===== config.mk =====
export PLATFORM = sky130hd
export DESIGN_NAME = seq_detector_param
export DESIGN_NICKNAME = d
export VERILOG_FILES = /design/src/rtl/seq_det_pkg.sv /design/src/rtl/seq_match_counter.sv /design/src/rtl/seq_detector_param.sv
export SDC_FILE = /design/constraint.sdc
export NUM_CORES = 1
export LEC_CHECK = 0
export ABC_CLOCK_PERIOD_IN_PS = 3650
export CORE_MARGIN = 8
export CORE_UTILIZATION = 51
export CTS_CLUSTER_SIZE = 28
export DETAILED_ROUTE_END_ITERATION = 7
export GPL_ROUTABILITY_DRIVEN = 0
export GPL_TIMING_DRIVEN = 0
export PLACE_DENSITY = 0.74
export SLEW_MARGIN = 5
export SYNTH_ARGS = -nofsm -noshare
export SYNTH_HDL_FRONTEND = slang
export SYNTH_HIERARCHICAL = 1
export SYNTH_SLANG_ARGS = --single-unit

===== constraint.sdc =====
create_clock -name clock -period 3.65 [get_ports clock]
set_clock_uncertainty 0.2 [all_clocks]
set_input_delay 0.5475 -clock clock [delete_from_list [all_inputs] [get_ports clock]]
set_output_delay 0.5475 -clock clock [all_outputs]
set_load 0.005 [all_outputs]

===== src/rtl/seq_det_pkg.sv =====
// Shared constants and helpers for the parameterised serial pattern detector.
// Vectors are handled at a fixed 32-bit width so one mask helper serves any MAX_LEN up to 32.
package seq_det_pkg;

    localparam int unsigned     VEC_W       = 32;
    localparam logic [VEC_W-1:0] DEF_PATTERN = 32'b0000_1001;
    localparam int unsigned     DEF_LEN     = 4;
    localparam bit              DEF_OVERLAP = 1'b1;

    function automatic int unsigned len_width(input int unsigned max_len);
        return $clog2(max_len + 1);
    endfunction

    function automatic logic [VEC_W-1:0] mask_low(input logic [VEC_W-1:0] vec,
                                                  input int unsigned len);
        logic [VEC_W-1:0] m;
        for (int unsigned i = 0; i < VEC_W; i++) begin
            m[i] = (i < len);
        end
        return vec & m;
    endfunction

endpackage


===== src/rtl/seq_match_counter.sv =====
// Saturating match counter; a clear coinciding with an increment restarts the count at one.
module seq_match_counter #(
    parameter int unsigned CNT_W = 8
) (
    input  logic             clock,
    input  logic             reset,
    input  logic             inc,
    input  logic             clr,
    output logic [CNT_W-1:0] count,
    output logic             sat
);

    logic [CNT_W-1:0] count_q, count_d;

    always_comb begin
        count_d = count_q;
        if (clr) begin
            count_d = inc ? CNT_W'(1) : '0;
        end else if (inc && (count_q != '1)) begin
            count_d = count_q + CNT_W'(1);
        end
    end

    always_ff @(posedge clock) begin
        if (reset) begin
            count_q <= '0;
        end else begin
            count_q <= count_d;
        end
    end

    assign count = count_q;
    assign sat   = (count_q == '1);

endmodule


===== src/rtl/seq_detector_param.sv =====
// Serial bit-pattern detector with runtime pattern, length and overlap mode.
// Emits a registered one-cycle match pulse and keeps a saturating match count.
module seq_detector_param
    import seq_det_pkg::*;
#(
    parameter int unsigned        MAX_LEN         = 8,
    parameter int unsigned        CNT_W           = 8,
    parameter logic [MAX_LEN-1:0] DEFAULT_PATTERN = MAX_LEN'(DEF_PATTERN),
    parameter int unsigned        DEFAULT_LEN     = DEF_LEN,
    parameter bit                 DEFAULT_OVERLAP = DEF_OVERLAP,
    localparam int unsigned       LEN_W           = len_width(MAX_LEN)
) (
    input  logic               clock,
    input  logic               reset,
    input  logic               data_valid,
    input  logic               data_in,
    input  logic               cfg_load,
    input  logic [MAX_LEN-1:0] cfg_pattern,
    input  logic [LEN_W-1:0]   cfg_len,
    input  logic               cfg_overlap,
    input  logic               count_clr,
    output logic               data_out,
    output logic [CNT_W-1:0]   match_count,
    output logic               count_sat,
    output logic               cfg_err
);

    // The oldest history bit would only ever be shifted out, so the register keeps
    // MAX_LEN-1 bits and the incoming bit completes the MAX_LEN-wide window.
    logic [MAX_LEN-2:0] hist_q, hist_d;
    logic [MAX_LEN-1:0] pattern_q, pattern_d;
    logic [MAX_LEN-1:0] window;
    logic [LEN_W-1:0]   len_q, len_d, fill_q, fill_d;
    logic [LEN_W:0]     fill_next;
    logic               overlap_q, overlap_d;
    logic               data_out_q, data_out_d;
    logic               cfg_err_q, cfg_err_d;
    logic               cfg_ok, accept, full, match;

    always_comb begin
        cfg_ok    = (cfg_len != '0) && (cfg_len <= LEN_W'(MAX_LEN));
        accept    = data_valid && !(cfg_load && cfg_ok);
        window    = {hist_q, data_in};
        fill_next = {1'b0, fill_q} + (LEN_W+1)'(1);
        full      = (fill_next >= {1'b0, len_q});
        match     = accept && full &&
                    (mask_low(32'(window), 32'(len_q)) == mask_low(32'(pattern_q), 32'(len_q)));

        hist_d     = hist_q;
        fill_d     = fill_q;
        pattern_d  = pattern_q;
        len_d      = len_q;
        overlap_d  = overlap_q;
        data_out_d = match;
        cfg_err_d  = cfg_load && !cfg_ok;

        if (cfg_load && cfg_ok) begin
            pattern_d = cfg_pattern;
            len_d     = cfg_len;
            overlap_d = cfg_overlap;
            hist_d    = '0;
            fill_d    = '0;
        end else if (accept) begin
            hist_d = window[MAX_LEN-2:0];
            if (match && !overlap_q) begin
                fill_d = '0;
            end else if (fill_next <= {1'b0, len_q}) begin
                fill_d = fill_next[LEN_W-1:0];
            end
        end
    end

    always_ff @(posedge clock) begin
        if (reset) begin
            hist_q     <= '0;
            fill_q     <= '0;
            pattern_q  <= DEFAULT_PATTERN;
            len_q      <= LEN_W'(DEFAULT_LEN);
            overlap_q  <= DEFAULT_OVERLAP;
            data_out_q <= 1'b0;
            cfg_err_q  <= 1'b0;
        end else begin
            hist_q     <= hist_d;
            fill_q     <= fill_d;
            pattern_q  <= pattern_d;
            len_q      <= len_d;
            overlap_q  <= overlap_d;
            data_out_q <= data_out_d;
            cfg_err_q  <= cfg_err_d;
        end
    end

    seq_match_counter #(
        .CNT_W (CNT_W)
    ) u_counter (
        .clock (clock),
        .reset (reset),
        .inc   (match),
        .clr   (count_clr),
        .count (match_count),
        .sat   (count_sat)
    );

    assign data_out = data_out_q;
    assign cfg_err  = cfg_err_q;

endmodule


# Yosys cells after proc, flatten, opt, wreduce, memory -nomap -nowiden
# Cells that the tools add are included.
# totals
elab_cells	54
ff_bits	34
in_bits	19
output_inout_bits	11
# classes
n_reduce_logical	16
n_mux	5
magnitude_cmp	18
bitwise	2
add_sub_neg	2
eq_ne	3
# op_table
cell	count
AND 8 x 15 -> 15 bit	2
less-than comparator 4 bit (first input constant)	7
less-than comparator 3 x 4 -> 1 bit (first input constant)	4
two-way mux 8 bit	2
== test 15 bit	1
adder 8 x 1 -> 8 bit (second input constant)	1
== test 8 bit (second input constant)	1
logical AND 1 bit	8
less-than comparator 1 x 4 -> 1 bit (first input constant)	2
less-than comparator 2 x 4 -> 1 bit (first input constant)	2
two-way mux 4 bit	2
!= test 8 bit (second input constant)	1
adder 4 x 1 -> 5 bit (second input constant)	1
greater-or-equal comparator 5 x 4 -> 1 bit	1
<= comparator 5 x 4 -> 1 bit	1
<= comparator 4 bit (second input constant)	1
nonzero test 2 bit	2
nonzero test 4 bit	1
logical NOT 1 bit	3
AND reduction 2 bit	1
OR reduction 2 bit	1
two-way mux 1 bit	1

# Longest topological paths before layout
# depth
ltp_word	10
ltp_mapped	10
mapped_depth_nobuf	10

# Cells and area by module
# Netlist, hierarchy kept.
# by_module_without_submodules
mod	cells_each	area_per_inst_um2	seq_area_each_um2	n_inst
seq_detector_param	153	1335.0	520.5	1
seq_match_counter	51	441.7	160.2	1

# Least setup slack after synthesis
# OpenSTA, ideal clock, no wires.
# synth_timing
kind	input port to flip-flop
start	input port cfg_len[0]
end	register u_counter.count_q[6] (netlist: u_counter/count[6])
t_arrival_ns	2.345
path_buffers	0
setup_time_ns	0.120
t_required_ns	3.330
cell_stages	7
slack_ns	0.985
path_cell_list	or4_1 > nand3_1 > o211ai_1 > a211oi_2 > and4_2 > and4_1 > nor3_1
# synth_via
elab_chain_cells	9
elab_cells_between_ends	10
cone_classes	1 x order compare; 9 x reduce/logical
# synth_rtl
item	line_no	text
start: declaration	seq_detector_param.sv:19	input logic [LEN_W-1:0] cfg_len,
<= comparator 4 bit or nonzero test 4 bit (tied branches)	seq_detector_param.sv:41	cfg_ok = (cfg_len != '0) && (cfg_len <= LEN_W'(MAX_LEN));
logical AND 1 bit *	seq_detector_param.sv:41	
logical AND 1 bit *	seq_detector_param.sv:42	accept = data_valid && !(cfg_load && cfg_ok);
logical NOT 1 bit *	seq_detector_param.sv:42	
logical AND 1 bit *	seq_detector_param.sv:42	
logical AND 1 bit * (2 in a row)	seq_detector_param.sv:46	match = accept && full &&
via data_out_d	seq_detector_param.sv:36	logic data_out_q, data_out_d;
logical AND 1 bit *	seq_match_counter.sv:19	end else if (inc && (count_q != '1)) begin
nonzero test 2 bit (no source line) *	--	
end signal: assignment	seq_match_counter.sv:28	count_q <= count_d;
end: declaration	seq_match_counter.sv:13	logic [CNT_W-1:0] count_q, count_d;
# The timed path passes the listed nets; every way through them passes the cells marked *.
# A chain may end at the register's enable or synchronous reset.

# Final worst setup path
# layout_timing
start	input port cfg_len[0]
end	register u_counter.count_q[7] (netlist: u_counter/count[7])
# The elaborated chain is that of the path after synthesis.

==> results.toml <==
[timing]
max_slew_margin_pct = 54.5
rsz0062_at_grt = "no"
hold_viol_final = 0
finalSetupViolCount = 0
setup_tns_ns = 0
fin_crit_sh_pct = 87.1
final-max-slew-violation-count = 0
tightest_slew_ns = 0.681
finalCriticalPeriod_ns = 3.18
max_freq_mhz = 315

[critical_path]
ff2ff_setup_slack_ns = 0.62
cp-end-kind = "flop"
arrival_ns = 3.24
r2r_start = "fill_q[0]"
critPathLaunch = "cfg_len[0]"
critPathKind = "input pin to flop"
crit_fanout = 10
crit_end = "u_counter/count[7]"
worstRegToRegCells = 10
required_ns = 3.71
worstSetupStartpointType = "input pin"
r2r_end = "u_counter/count[7]"

[die]
coreArea_um2 = 3340
start_util_pct = 53.2
die_y_um = 75.0
io_pins = 30
fp-row-count = 21
die_x_um = 75.0
dieArea_um2 = 5630

[cts]
cts_sinks = 34
worstSkewPairLatency_ns = 0.34
hold_buffers = 0
cts_buffer_depth = 2
cts_setup_buffers = 0
htree_levels = 2
cts_tree = "done"
post_cts_resized = 0
clkTransAtPathRegs_ns = 0.11
numCtsBuffers = 5
root_buffer = "clkbuf_4"

[global_route]
use_met3_pct = 6.13
grtUsageMet2_pct = 28.0
grt_pass1_wl_um = 7380
grt_pass1_vias = 1648
antenna_found_initial = 0
met1_usage_pct = 19.4
grt.busiest_layer = "met2"
grt_max_degree = 12
track_usage_pct = 16.9
overflow = 0

[detailed_routing]
via_count = 1615
drt_iter0_drc = 104
drt_pre_antenna_iters = 4
wl_per_cell_um = 14.7
drc = 0
drt-total-wl_um = 4190
via_per_inst = 5.67
ant_nets = 0

[yosys]
ys_types = 47
ys_ff_latch = 34
syn_area_per_cell_um2 = 8.71
synth_compound_area_share_pct = 18.6
ys_seq_area_share_pct = 38.3
synthCells = 204
synth_adder_area_share_pct = 4.23
netlist_area_um2 = 1780
syn_nets = 229
synthSimpleGateAreaFrac_pct = 26.6
synthMuxAreaShare_pct = 4.51
synthXorXnorAreaFrac_pct = 4.93
async_flop_share_pct = 0
synth_ff_type = "dfxtp_1"
synth_top_family_by_area = "simple AND/OR/NAND/NOR gates"
yosysWarnings = 6
synth_edf_count = 0

[worst_hold_path]
hp-class = "flop to flop"

[finish]
nNetsFinal = 264
final_common_cell = "dfxtp_1"
antenna_cells = 0
syn_to_final_growth_pct = 23.6
drive_gt1_share_pct = 8.37
num-fill-cells = 306
mostFrequentLayoutCells = "34 x dfxtp_1, 29 x nand2_1, 28 x clkdlybuf4s50_1"
multi_input_area_um2 = 1050
ff_latch_area_um2 = 681

[run_status]
run_status = "finished, final reports clean"

[placed_design]
dp_hpwl_um = 3140
numPortBuffers = 28

[pwr]
cellPowerDensity_nw_per_um2 = 356
power_uw = 781
peakVddDrop_v = 0.000269
power.leakage_nw = 0.839

[flow_run]
drv_cap = 0
==> layout make-up <==
cell class,count,area share (%)
sequential,34,31.0
multi-input combinational,158,47.6
timing repair buffer,28,12.8
buffer,6,1.25
clock inverter,1,1.37
clock buffer,6,2.34
inverter,6,1.03
tap,46,2.62
==> worst min-delay path by stage <==
stage | end | from | slack (ns) | cells past startpoint
finish | pattern_q[1] | pattern_q[1] | 0.28 | 2
global route | pattern_q[1] | pattern_q[1] | 0.31 | 2
CTS | pattern_q[1] | pattern_q[1] | 0.28 | 2
detailed placement | pattern_q[1] | pattern_q[1] | 0.26 | 2
global placement | pattern_q[2] | pattern_q[2] | 0.25 | 2
floorplan | pattern_q[1] | pattern_q[1] | 0.25 | 2
==> cell usage after synthesis (2+ instances only) <==
cell	n	area, µm²
a211oi_1	3	22.5
a31oi_1	3	18.8
nand2b_1	6	37.5
and3_1	3	18.8
dfxtp_1	34	681
inv_1	6	22.5
xnor2_1	3	26.3
mux2i_1	8	80.1
ha_1	6	75.1
o31ai_1	3	22.5
a21oi_1	17	85.1
clkbuf_1	4	15.0
o21ai_0	2	10.0
a211o_1	2	17.5
nand3b_1	4	30.0
nor2b_1	3	18.8
or4_1	2	15.0
a22oi_1	2	15.0
nand4_1	2	12.5
xor2_1	7	61.3
and4_2	2	20.0
nand2_1	29	109
nand3_1	10	50.1
nor3_1	7	35.0
a211oi_2	2	25.0
nor2_1	13	48.8
==> flip-flops by register name, summed over array words and instances, names as in the netlist <==
| signal | count |
|---|---|
| cfg_err | 1 |
| data_out | 1 |
| fill_q | 4 |
| hist_q | 7 |
| len_q | 4 |
| overlap_q | 1 |
| pattern_q | 8 |
| u_counter/count | 8 |
==> report_power, final <==
group / switching [mW] / total (mW) / internal (mW)
Sequential: 0.0102 / 0.392 / 0.382
Combinational: 0.0508 / 0.102 / 0.0514
Clock: 0.128 / 0.287 / 0.159
==> layer usage <==
metal	share of wire (%)	routed length, µm	vias up
met5	0	0	-
met1	45	1890	763
li1	-	-	806
met3	4.4	183	4
met2	49	2070	42
met4	1.1	45	0
==> critical path, cell delays in order <==
cell and delay, ns:
clkdlybuf4s50_1 0.47, or4_1 0.57, nand3_1 0.23, o211ai_1 0.15
a211oi_2 0.61, and3_1 0.31, a41oi_1 0.13, a211oi_1 0.22
==> cells by family (layout without fill, tap and decap cells) <==
family / Yosys count / in the layout
AND/OR/NAND/NOR: 90 / 90
flip-flops: 34 / 34
adder cells (fa/ha/maj): 6 / 6
buffers and inverters: 12 / 47
multiplexers: 8 / 8
XOR/XNOR: 10 / 10
AO/OA/AOI/OAI: 44 / 44
==> stage by stage <==
step	utilization (%)	cell area (µm²)	setup slack [ns]	cells	hold slack, ns
after floorplan	-	1780	0.985	204	0.248
after global placement	63.4	2110	0.228	278	0.255
after detailed placement	63.4	2110	0.158	278	0.262
after CTS	65.8	2200	0.493	285	0.277
after global routing	65.8	2200	0.301	285	0.307
final	65.8	2200	0.470	285	0.276
No activity file was read; power rests on OpenSTA's default activity.
